`config.mk`:
```
export PLATFORM = sky130hd
export DESIGN_NAME = prga_decrypt
export DESIGN_NICKNAME = d
export VERILOG_FILES = /design/src/rtl/prga_decrypt.sv
export SDC_FILE = /design/constraint.sdc
export NUM_CORES = 1
export LEC_CHECK = 0
export ABC_CLOCK_PERIOD_IN_PS = 4030
export BUFFER_PORTS_ARGS = -buffer_cell sky130_fd_sc_hd__buf_2
export CORE_MARGIN = 8
export CORE_UTILIZATION = 61
export CTS_CLUSTER_DIAMETER = 60
export DETAILED_ROUTE_END_ITERATION = 10
export PLACE_DENSITY = 0.85
export SYNTH_ARGS = -nofsm -noshare
export SYNTH_HDL_FRONTEND = slang
export SYNTH_SLANG_ARGS = --single-unit
```
`constraint.sdc`:
```
create_clock -name clk -period 4.03 [get_ports clk]
set_input_delay 0.403 -clock clk [delete_from_list [all_inputs] [get_ports clk]]
set_output_delay 0.403 -clock clk [all_outputs]
set_load 0.01 [all_outputs]
```
`src/rtl/prga_decrypt.sv`:
```
// ARC4 keystream generation and decrypt over a length-prefixed ciphertext memory, one FSM state per cycle.
// Busy for 2+9*len cycles after en is taken; en is ignored while rdy=0, memories are single-port with 1-cycle reads.
module prga_decrypt #(
  parameter int MSG_ADDR_W = 8
) (
  input  logic                  clk,
  input  logic                  rst,
  input  logic                  en,
  output logic                  rdy,
  output logic [7:0]            s_addr,
  input  logic [7:0]            s_rddata,
  output logic [7:0]            s_wrdata,
  output logic                  s_wren,
  output logic [MSG_ADDR_W-1:0] ct_addr,
  input  logic [7:0]            ct_rddata,
  output logic [MSG_ADDR_W-1:0] pt_addr,
  output logic [7:0]            pt_wrdata,
  output logic                  pt_wren
);

  typedef enum logic [3:0] {
    IDLE, RD_LEN, CAP_LEN, RD_I, CAP_I, RD_J, CAP_J, WR_I, WR_J, RD_PAD, CAP_PAD, WR_PT
  } state_t;

  state_t state, state_nxt;

  logic [7:0]            i, j, si, sj, pad, c;
  logic [MSG_ADDR_W-1:0] k, len;

  always_ff @(posedge clk) begin
    if (rst) begin
      state <= IDLE;
      i     <= '0;
      j     <= '0;
      k     <= '0;
      len   <= '0;
      si    <= '0;
      sj    <= '0;
      pad   <= '0;
      c     <= '0;
    end else begin
      state <= state_nxt;
      case (state)
        CAP_LEN: begin
          len <= MSG_ADDR_W'(ct_rddata);
          i   <= '0;
          j   <= '0;
          k   <= MSG_ADDR_W'(1);
        end
        RD_I:    i <= i + 8'd1;
        CAP_I: begin
          si <= s_rddata;
          j  <= j + s_rddata;
        end
        CAP_J:   sj <= s_rddata;
        CAP_PAD: begin
          pad <= s_rddata;
          c   <= ct_rddata;
        end
        WR_PT:   k <= k + MSG_ADDR_W'(1);
        default: ;
      endcase
    end
  end

  always_comb begin
    state_nxt = state;
    rdy       = 1'b0;
    s_addr    = '0;
    s_wrdata  = '0;
    s_wren    = 1'b0;
    ct_addr   = '0;
    pt_addr   = '0;
    pt_wrdata = '0;
    pt_wren   = 1'b0;
    case (state)
      IDLE: begin
        rdy = 1'b1;
        if (en) state_nxt = RD_LEN;
      end
      RD_LEN: state_nxt = CAP_LEN;
      CAP_LEN: begin
        // The length byte is copied through so pt keeps the same length-prefixed layout.
        pt_wrdata = ct_rddata;
        pt_wren   = 1'b1;
        state_nxt = (ct_rddata == 8'd0) ? IDLE : RD_I;
      end
      RD_I: begin
        s_addr    = i + 8'd1;
        state_nxt = CAP_I;
      end
      CAP_I: state_nxt = RD_J;
      RD_J: begin
        s_addr    = j;
        state_nxt = CAP_J;
      end
      CAP_J: state_nxt = WR_I;
      WR_I: begin
        s_addr    = i;
        s_wrdata  = sj;
        s_wren    = 1'b1;
        state_nxt = WR_J;
      end
      WR_J: begin
        s_addr    = j;
        s_wrdata  = si;
        s_wren    = 1'b1;
        state_nxt = RD_PAD;
      end
      RD_PAD: begin
        s_addr    = si + sj;
        ct_addr   = k;
        state_nxt = CAP_PAD;
      end
      CAP_PAD: state_nxt = WR_PT;
      WR_PT: begin
        pt_addr   = k;
        pt_wrdata = pad ^ c;
        pt_wren   = 1'b1;
        state_nxt = (k == len) ? IDLE : RD_I;
      end
      default: state_nxt = IDLE;
    endcase
  end

endmodule

```
==> reports/qor.yml <==
die_y_um: 96.2
hpwl_mm: 7.67
postCtsSetupBuffers: 0
cts.sinks: 68
syn_inst: 506
seqCellArea_um2: 1360
synth.area.top_cells: "dfxtp_1 35%, nand2_1 10%, a21oi_1 8.3%, ha_1 5.1%, nor2_1 3.0%"
synth_top_area_cell: "dfxtp_1"
syn-cell-area_um2: 3930
place_congestion: 0.922
postRouteAntennaNets: 0
rows: 29
clock_skew_ns: 0.00890
crit_buf_inv: 1
fmax_mhz: 364
grt_pass1_vias: 3610
fin_nets: 590
place_inst: 619
syn-num-nets: 543
io_buffers: 61
initial_core_util_pct: 62.5
design_area_um2: 4400
max-clock-path-buffers: 2
endpoint_kind: "output port"
drv_slew: 0
synth_area_per_cell_um2: 7.76
vias: 3911
crit_type: "flip-flop to output port"
ys_ff_latch: 68
crit_start: "sj[1]"
netlist.area_leader.share_pct: 34.7
max_slew_margin_pct: 48.7
drive_gt1_share_pct: 16.5
crit_family: "compound AO/OA/AOI/OAI gates"
p_per_area_nw_per_um2: 309
vias_per_cell: 6.17
placed_cell_area_um2: 4220
cp.depth: 7
rr_startpoint: "state[2]"
wire_per_inst_um: 16.9
drt-total-wl_mm: 10.7
holdWs_ns: 0.319
critPathCapture: "s_addr[7]"
worstPathRequired_ns: 3.63
worst_r2r_endpoint: "j[7]"
die-area_um2: 9260
ir_drop_v: 0.000294
chipWidth_um: 96.2
cts_tree: "done"
synth_cell_types: 57
worstMarginPinSlew_ns: 0.769
cts.clk_slew.worst_paths_ns: 0.07
p_leak_nw: 1.84
h-tree-depth: 3
syn_to_final_growth_pct: 12.1
final_cells: 634
cpMaxStageDelayCell: "o41ai_1"
finalHoldViolations: 0
drtIter0Drc: 332
cts_root_buffer: "clkbuf_8"
reg2reg_setup_slack_ns: 1.79
grt_overflow: 0
multiInputGateArea_um2: 2420
clock_latency_ns: 0.34
drc_errors: 0
start_kind: "flip-flop"
ctsHoldBuffers: 0
diodes: 0
finalPower_mw: 1.36
crit_fanout: 4
ys_seq_area_share_pct: 34.7
reg2reg_depth: 4
antenna_found_initial: 0
path_cells: "ha_1 -> a21oi_1 -> o21ai_0 -> o41ai_1 -> mux2i_1 -> a211o_1 -> buf_2"
yosysWarnings: 0
grt_usage_pct: 23.7
core_area_um2: 6280
synth_most_common_cell: "nand2_1"
grt_pass1_wl_mm: 17.4
cts_resized: 0
cap_violations: 0
final.fill_count: 526
hold_class: "primary input to flip-flop"
synth_common_cells: "108 x nand2_1, 68 x dfxtp_1, 65 x a21oi_1"
io_pins: 62
final-setup-viol-count: 0
firstDrtPassIters: 5
status: "finished, final reports clean"
cts_inserted_buffers: 9
rsz0062_at_grt: "no"
synthArstFlopShare_pct: 0
max_stage_delay_ns: 0.45
synth_edf_count: 0
synth_flop_cell: "dfxtp_1"
post-route-period-util_pct: 68.3
grt_max_degree: 44
fin_crit_ns: 2.75
cp.arrival_ns: 2.35
finalSetupTns_ns: 0
## tightest hold or removal path, cell delays in order
cell,delay (ns)
buf_2,0.11
nand2_1,0.05
a21oi_1,0.05
## how the worst min path moves through the flow
| stage | depth (start not counted) | end | startpoint |
|---|---|---|---|
| after floorplan | 2 | len[0] | len[0] |
| after global placement | 2 | c[5] | c[5] |
| after detailed placement | 2 | len[1] | len[1] |
| after CTS | 3 | c[1] | ct_rddata[1] |
| after global routing | 3 | c[1] | ct_rddata[1] |
| final | 3 | c[1] | ct_rddata[1] |
## logic make-up after synthesis
group | after synthesis | share of synthesized area [%]
simple gates | 224 | 27.8
compound gates | 133 | 20.6
flops | 68 | 34.7
buf+inv | 32 | 3.60
xor+xnor | 25 | 5.58
fa+ha+maj | 18 | 6.12
mux | 6 | 1.59
## power by group
part | total, mW | internal (mW) | switching, mW
Sequential | 0.709 | 0.685 | 0.0241
Clock | 0.510 | 0.251 | 0.259
Combinational | 0.141 | 0.0499 | 0.0911
## final cells by class
| type | count | area share [%] |
|---|---|---|
| clock inverters | 4 | 0.569 |
| flip-flops and latches | 68 | 30.9 |
| well taps | 77 | 2.19 |
| repair buffers | 64 | 7.45 |
| inverters | 4 | 0.341 |
| clock buffers | 11 | 3.44 |
| multi-input cells | 406 | 55.1 |
## sequential cells by signal, indices dropped and copies added, names as in the netlist
register,cells
c,8
i,8
j,8
k,8
len,8
pad,8
si,8
sj,8
state,4
## placed cells by master (no fill, tap or decap), types with 3 or more instances in the layout
| cell type | count |
|---|---|
| a21oi_1 | 65 |
| nor3_2 | 3 |
| and3_1 | 5 |
| a21o_1 | 3 |
| buf_4 | 3 |
| o211ai_1 | 3 |
| inv_1 | 3 |
| o21ai_0 | 22 |
| a221o_1 | 3 |
| or3_1 | 4 |
| nand3_1 | 12 |
| mux2i_1 | 4 |
| or4_1 | 3 |
| dfxtp_1 | 68 |
| nand3b_1 | 4 |
| clkbuf_8 | 11 |
| nor3_1 | 8 |
| ha_1 | 16 |
| xnor2_1 | 13 |
| a22oi_1 | 6 |
| xor2_1 | 12 |
| nand2_1 | 108 |
| a211oi_1 | 5 |
| a22o_1 | 8 |
| nand2b_1 | 6 |
| buf_2 | 61 |
| and2_1 | 17 |
| nor2_1 | 31 |
| nor4_1 | 7 |
## metrics by stage
step / worst slack, ns / util, %
2_1_floorplan: 1.93 / -
3_3_place_gp: 1.77 / 67.3
3_5_place_dp: 1.67 / 67.3
4_1_cts: 1.27 / 70.1
5_1_grt: 1.10 / 70.1
6_report: 1.28 / 70.1
## metal layers
layer | vias to the layer above | share of wire (%) | GRT usage, %
li1 | 1883 | - | -
met1 | 1817 | 42 | 30.0
met2 | 183 | 46 | 37.1
met3 | 28 | 9.1 | 5.30
met4 | 0 | 2.9 | 11.5
met5 | - | 0 | 0
No activity file was read; power rests on OpenSTA's default activity.
